[src/rtl/apb_mem_pkg.sv]
// Shared types and helpers for the APB-to-memory controller.
// State encoding, byte-lane alignment and counter sizing.
package apb_mem_pkg;

  typedef enum logic [2:0] {
    S_IDLE,
    S_WR,
    S_RD_ISSUE,
    S_RD_WAIT,
    S_RD_RESP,
    S_ERR
  } state_t;

  function automatic int align_of(input int dw);
    return $clog2(dw / 8);
  endfunction

  function automatic int cnt_w(input int lat);
    return $clog2(lat + 1);
  endfunction

endpackage

[src/rtl/apb_mem_addr_chk.sv]
// Byte-address decode into a memory word index.
// Flags misaligned or out-of-range addresses.
module apb_mem_addr_chk
  import apb_mem_pkg::*;
#(
  parameter int APB_ADDR_WIDTH = 32,
  parameter int ADDR_WIDTH     = 16,
  parameter int DATA_WIDTH     = 16
) (
  input  logic [APB_ADDR_WIDTH-1:0] i_paddr,
  output logic [ADDR_WIDTH-1:0]     o_word,
  output logic                      o_err
);

  localparam int ALIGN = align_of(DATA_WIDTH);
  localparam int TOP   = ADDR_WIDTH + ALIGN;

  localparam logic [APB_ADDR_WIDTH-1:0] LMASK =
    {APB_ADDR_WIDTH{1'b1}} >> (APB_ADDR_WIDTH - ALIGN);

  logic [APB_ADDR_WIDTH-1:0] hi;
  logic [APB_ADDR_WIDTH-1:0] lo;

  assign o_word = i_paddr[TOP-1:ALIGN];
  assign hi     = i_paddr >> TOP;
  assign lo     = i_paddr & LMASK;
  assign o_err  = (|hi) | (|lo);

endmodule

[src/rtl/apb_mem_ctrl.sv]
// APB3 slave sequencing a registered single-port memory.
// Moore FSM: strobes, read wait states, error responses.
module apb_mem_ctrl
  import apb_mem_pkg::*;
#(
  parameter int APB_ADDR_WIDTH = 32,
  parameter int ADDR_WIDTH     = 16,
  parameter int DATA_WIDTH     = 16,
  parameter int RD_LATENCY     = 1
) (
  input  logic                      i_clk,
  input  logic                      i_rst,
  input  logic                      i_psel,
  input  logic                      i_penable,
  input  logic                      i_pwrite,
  input  logic [APB_ADDR_WIDTH-1:0] i_paddr,
  input  logic [DATA_WIDTH-1:0]     i_pwdata,
  output logic [DATA_WIDTH-1:0]     o_prdata,
  output logic                      o_pready,
  output logic                      o_pslverr,
  output logic                      o_mem_en,
  output logic                      o_mem_wr,
  output logic [ADDR_WIDTH-1:0]     o_mem_addr,
  output logic [DATA_WIDTH-1:0]     o_mem_wdata,
  input  logic [DATA_WIDTH-1:0]     i_mem_rdata
);

  localparam int CW = cnt_w(RD_LATENCY);
  localparam logic [CW-1:0] CNT_LD = CW'(RD_LATENCY - 1);

  logic [ADDR_WIDTH-1:0] word;
  logic                  bad;
  logic                  setup;
  state_t                state;
  logic [CW-1:0]         cnt;

  apb_mem_addr_chk #(
    .APB_ADDR_WIDTH(APB_ADDR_WIDTH),
    .ADDR_WIDTH    (ADDR_WIDTH),
    .DATA_WIDTH    (DATA_WIDTH)
  ) u_chk (
    .i_paddr(i_paddr),
    .o_word (word),
    .o_err  (bad)
  );

  assign setup = i_psel & ~i_penable;

  // Transfer sequencer; strobes and responses are single-cycle.
  always_ff @(posedge i_clk) begin
    if (i_rst) begin
      state       <= S_IDLE;
      cnt         <= '0;
      o_prdata    <= '0;
      o_pready    <= 1'b0;
      o_pslverr   <= 1'b0;
      o_mem_en    <= 1'b0;
      o_mem_wr    <= 1'b0;
      o_mem_addr  <= '0;
      o_mem_wdata <= '0;
    end else begin
      o_mem_en  <= 1'b0;
      o_mem_wr  <= 1'b0;
      o_pready  <= 1'b0;
      o_pslverr <= 1'b0;
      unique case (state)
        S_IDLE: begin
          o_prdata <= '0;
          if (setup) begin
            if (bad) begin
              state     <= S_ERR;
              o_pready  <= 1'b1;
              o_pslverr <= 1'b1;
            end else if (i_pwrite) begin
              state       <= S_WR;
              o_mem_en    <= 1'b1;
              o_mem_wr    <= 1'b1;
              o_mem_addr  <= word;
              o_mem_wdata <= i_pwdata;
              o_pready    <= 1'b1;
            end else begin
              state      <= S_RD_ISSUE;
              o_mem_en   <= 1'b1;
              o_mem_addr <= word;
            end
          end
        end
        S_RD_ISSUE: begin
          if (!i_psel) begin
            state <= S_IDLE;
          end else begin
            state <= S_RD_WAIT;
            cnt   <= CNT_LD;
          end
        end
        S_RD_WAIT: begin
          if (!i_psel) begin
            state <= S_IDLE;
          end else if (cnt == '0) begin
            state    <= S_RD_RESP;
            o_prdata <= i_mem_rdata;
            o_pready <= 1'b1;
          end else begin
            cnt <= cnt - 1'b1;
          end
        end
        S_RD_RESP: begin
          state    <= S_IDLE;
          o_prdata <= '0;
        end
        default: begin
          state <= S_IDLE;
        end
      endcase
    end
  end

endmodule

[config.mk]
export PLATFORM = sky130hd
export DESIGN_NAME = apb_mem_ctrl
export DESIGN_NICKNAME = d
export VERILOG_FILES = /design/src/rtl/apb_mem_pkg.sv /design/src/rtl/apb_mem_addr_chk.sv /design/src/rtl/apb_mem_ctrl.sv
export SDC_FILE = /design/constraint.sdc
export NUM_CORES = 1
export LEC_CHECK = 0
export CAP_MARGIN = 15
export CORE_MARGIN = 4
export CORE_UTILIZATION = 35
export CTS_CLUSTER_SIZE = 28
export DETAILED_ROUTE_END_ITERATION = 8
export PLACE_DENSITY_LB_ADDON = 0.3
export SKIP_LAST_GASP = 1
export SLEW_MARGIN = 30
export SYNTH_ARGS = -nofsm -noshare
export SYNTH_HDL_FRONTEND = slang
export SYNTH_SLANG_ARGS = --single-unit
[constraint.sdc]
create_clock -name i_clk -period 1.5 [get_ports i_clk]
set_clock_uncertainty 0.05 [all_clocks]
set_input_delay 0.3 -clock i_clk [delete_from_list [all_inputs] [get_ports i_clk]]
set_output_delay 0.3 -clock i_clk [all_outputs]
set_load 0.03 [all_outputs]
==> impl_metrics.csv <==
group,metric,value,unit
status,status,"completed",
layout,final_util,0.597,
grt,overflow,0,
setup_path,cp.arrival,1.60,ns
yosys,ys_types,30,
yosys,syn_nets,312,
yosys,synth-seq-cells,55,
job,drv_cap,0,
setup_path,crit_family,"simple AND/OR/NAND/NOR gates",
clocking,hold_buffers,0,
power_and_ir_drop,clkPwrFrac,0.364,
drt,drt_first_pass_iters,4,
clocking,clock_latency,0.29,ns
floorplanning,rows,29,
drt,routed_wirelength,6300,µm
power_and_ir_drop,p_leak,1.63,nW
power_and_ir_drop,seqPwrFrac,0.531,
yosys,netlist_instances,243,
layout,layout-drive-gt1-share,0.0973,
power_and_ir_drop,p_sw_frac,0.202,
layout,final_common_cell,"dlygate4sd2_1",
grt,grt_pass1_vias,2084,
timing,fmaxAchievable,706,MHz
placed_design,io_buffer_count,120,
clocking,htree_levels,2,
clocking,root_buffer,"clkbuf_8",
yosys,synth.avg_cell_area,9.40,µm²
setup_path,max_stage_delay,0.26,ns
floorplanning,die_h,88.8,µm
power_and_ir_drop,power_density,728,nW/µm²
power_and_ir_drop,p_sw,0.557,mW
drt,drc_errors,0,
layout,layout_common_cells,"dlygate4sd2_1 (57), dfxtp_1 (54), nand2b_1 (49), clkdlybuf4s50_1 (49), nand4b_1 (17)",
floorplanning,core,6350,µm²
placed_design,finalWeightedCongestion,0.740,
power_and_ir_drop,ir_worst_vdd,0.000416,V
floorplanning,boundaryPins,121,
grt,grt_max_degree,53,
power_and_ir_drop,internal_power,2.20,mW
setup_path,critPathLaunchType,"input port",
clocking,cts_inserted_buffers,5,
drt,vias,2153,
timing,finalCritPeriodShare,0.944,
grt,antenna_found_initial,0,
layout,diodes,0,
setup_path,path_max_fanout,8,
power_and_ir_drop,total_power,2.76,mW
setup_path,required,1.68,ns
layout,fillers,589,
layout,area_growth,66.0,%
grt,track_usage,0.158,
layout,multi_input_area,1120,µm²
timing,max_slew.worst_pin.slew,0.348,ns
yosys,yosysWarnings,0,
floorplanning,fp.dieArea,7880,µm²
drt,routed_via_density,4.82,
setup_path,r2r_slack,0.09,ns
clocking,clkSlewWorstSetupHoldPaths,0.10,ns
floorplanning,fp.dieW,88.8,µm
setup_path,timing_worst_setup_path_type,"input port to register",
yosys,yosysSeqAreaShare,0.482,
setup_path,slowest_stage,"nor4_1",
min_path,hold_class,"input port to register",
drt,drtAntennaViolNets,0,
timing,fin_hold_ws,0.313,ns
timing,finalMaxSlewViolations,0,
setup_path,setup.worst_path.end_class,"register",
yosys,synth_area,2280,µm²
timing,post-route-min-period,1.42,ns
power_and_ir_drop,p_comb_frac,0.105,
placed_design,dp_hpwl,4550,µm
timing,slew_headroom,0.769,
timing,finalHoldViolCount,0,
clocking,cts_tree,"yes",
grt,grt_pass1_wl,9800,µm
clocking,cts_buffer_depth,2,
floorplanning,floorplan.initialDensity,0.360,
drt,detail_route.iter0.violations,65,
timing,setup_viol,0,
setup_path,path_buf_inv,3,
layout,nets,438,
setup_path,path_cells,"clkdlybuf4s15_1 > nor4_1 > and4_1 > and3_4 > buf_12 > buf_16 > mux2i_1",
drt,post_drt_wl_per_cell,14.1,µm
clocking,cts.sinks,55,
layout,register_area,1100,µm²
-- power by group through the flow --
stage | logic [mW] | clock network, mW | registers (mW)
floorplan | 0.0803 | 0 | 1.50
global placement | 0.296 | 0 | 1.50
detailed placement | 0.296 | 0 | 1.50
CTS | 0.286 | 1.06 | 1.47
global route | 0.312 | 1.10 | 1.47
finish | 0.289 | 1.00 | 1.47
-- final timing paths --
check / from / to / cells after the start
max reg2reg: state[0] / o_mem_wdata[6] / 6
max: i_paddr[0] / o_mem_wdata[6] / 7
min reg2reg: o_prdata[13] / o_prdata[13] / 2
min: i_rst / o_prdata[10] / 2
-- synth_stat cells --
library cell | count | area, µm²
nand2b_1 | 49 | 307
clkbuf_2 | 1 | 5.00
and3_1 | 1 | 6.26
dfxtp_1 | 55 | 1100
or3_1 | 1 | 6.26
buf_4 | 1 | 7.51
nor4_1 | 4 | 25.0
nand2_1 | 16 | 60.1
nor2b_1 | 5 | 31.3
and2_1 | 1 | 6.26
and3b_1 | 1 | 8.76
nor3b_1 | 1 | 7.51
nand4b_1 | 17 | 149
or2_2 | 1 | 6.26
mux2i_1 | 16 | 160
buf_2 | 2 | 10.0
a22oi_1 | 9 | 67.6
and4_1 | 1 | 8.76
clkbuf_1 | 11 | 41.3
a21oi_1 | 8 | 40.0
nor2_1 | 12 | 45.0
buf_6 | 3 | 33.8
o21ai_0 | 19 | 95.1
buf_1 | 1 | 3.75
or3b_2 | 1 | 8.76
and3_4 | 1 | 11.3
and4b_1 | 1 | 10.0
nor3_1 | 1 | 5.00
nand3_1 | 2 | 10.0
nor2_2 | 1 | 6.26
-- kinds of logic after synthesis --
family	count (synthesis)	share of synthesized area
simple gates	117	0.315
flops	55	0.482
compound gates	36	0.0888
buf+inv	19	0.0444
mux	16	0.0701
-- repair_timing --
action | 4_1_cts | 5_1_grt
cloned | 2 | 0
buffers inserted | 2 | 3
endpoints found under the hold margin | 0 | 0
gates resized for setup | 71 | 27
endpoints found under the setup margin | 90 | 39
pin swaps | 6 | 6
-- worst reg2reg max path, stage by stage (launching register included) --
cell and delay (ns):
dfxtp_1 0.35, nor2_4 0.14, and3b_2 0.20, and3_4 0.22
buf_12 0.11, buf_16 0.12, mux2i_1 0.17
-- through the flow --
stage / instance area [µm²] / worst slack, ns / TNS, ns / instances
2_1_floorplan: 2290 / -0.00851 / -0.0851 / 243
6_report: 3790 / 0.0845 / 0 / 447
3_3_place_gp: 3600 / -0.433 / -17.03 / 433
4_1_cts: 3720 / -0.0924 / -1.01 / 445
5_1_grt: 3790 / -0.00367 / -0.00703 / 447
3_5_place_dp: 3600 / -0.472 / -18.27 / 433
-- state kept, by name, summed over array words and instances, names as in the netlist --
signal and count:
o_mem_en 1, state 3, o_pready 1, o_mem_addr 16, o_mem_wdata 16, o_pslverr 1
o_mem_wr 1, o_prdata 16
-- cell type report --
class,count,share of cell area
flip-flops and latches,55,0.291
clock buffers,6,0.0218
well taps,77,0.0254
clock inverters,2,0.00924
multi-input cells,169,0.294
repair buffers,138,0.358
-- per-layer routing --
layer,track usage,vias up,share of wire
met1,0.200,989,0.43
met4,0.0330,0,0.0087
met5,0,-,0
li1,-,1084,-
met2,0.267,76,0.49
met3,0.0466,4,0.072
No activity file was read; power rests on OpenSTA's default activity.
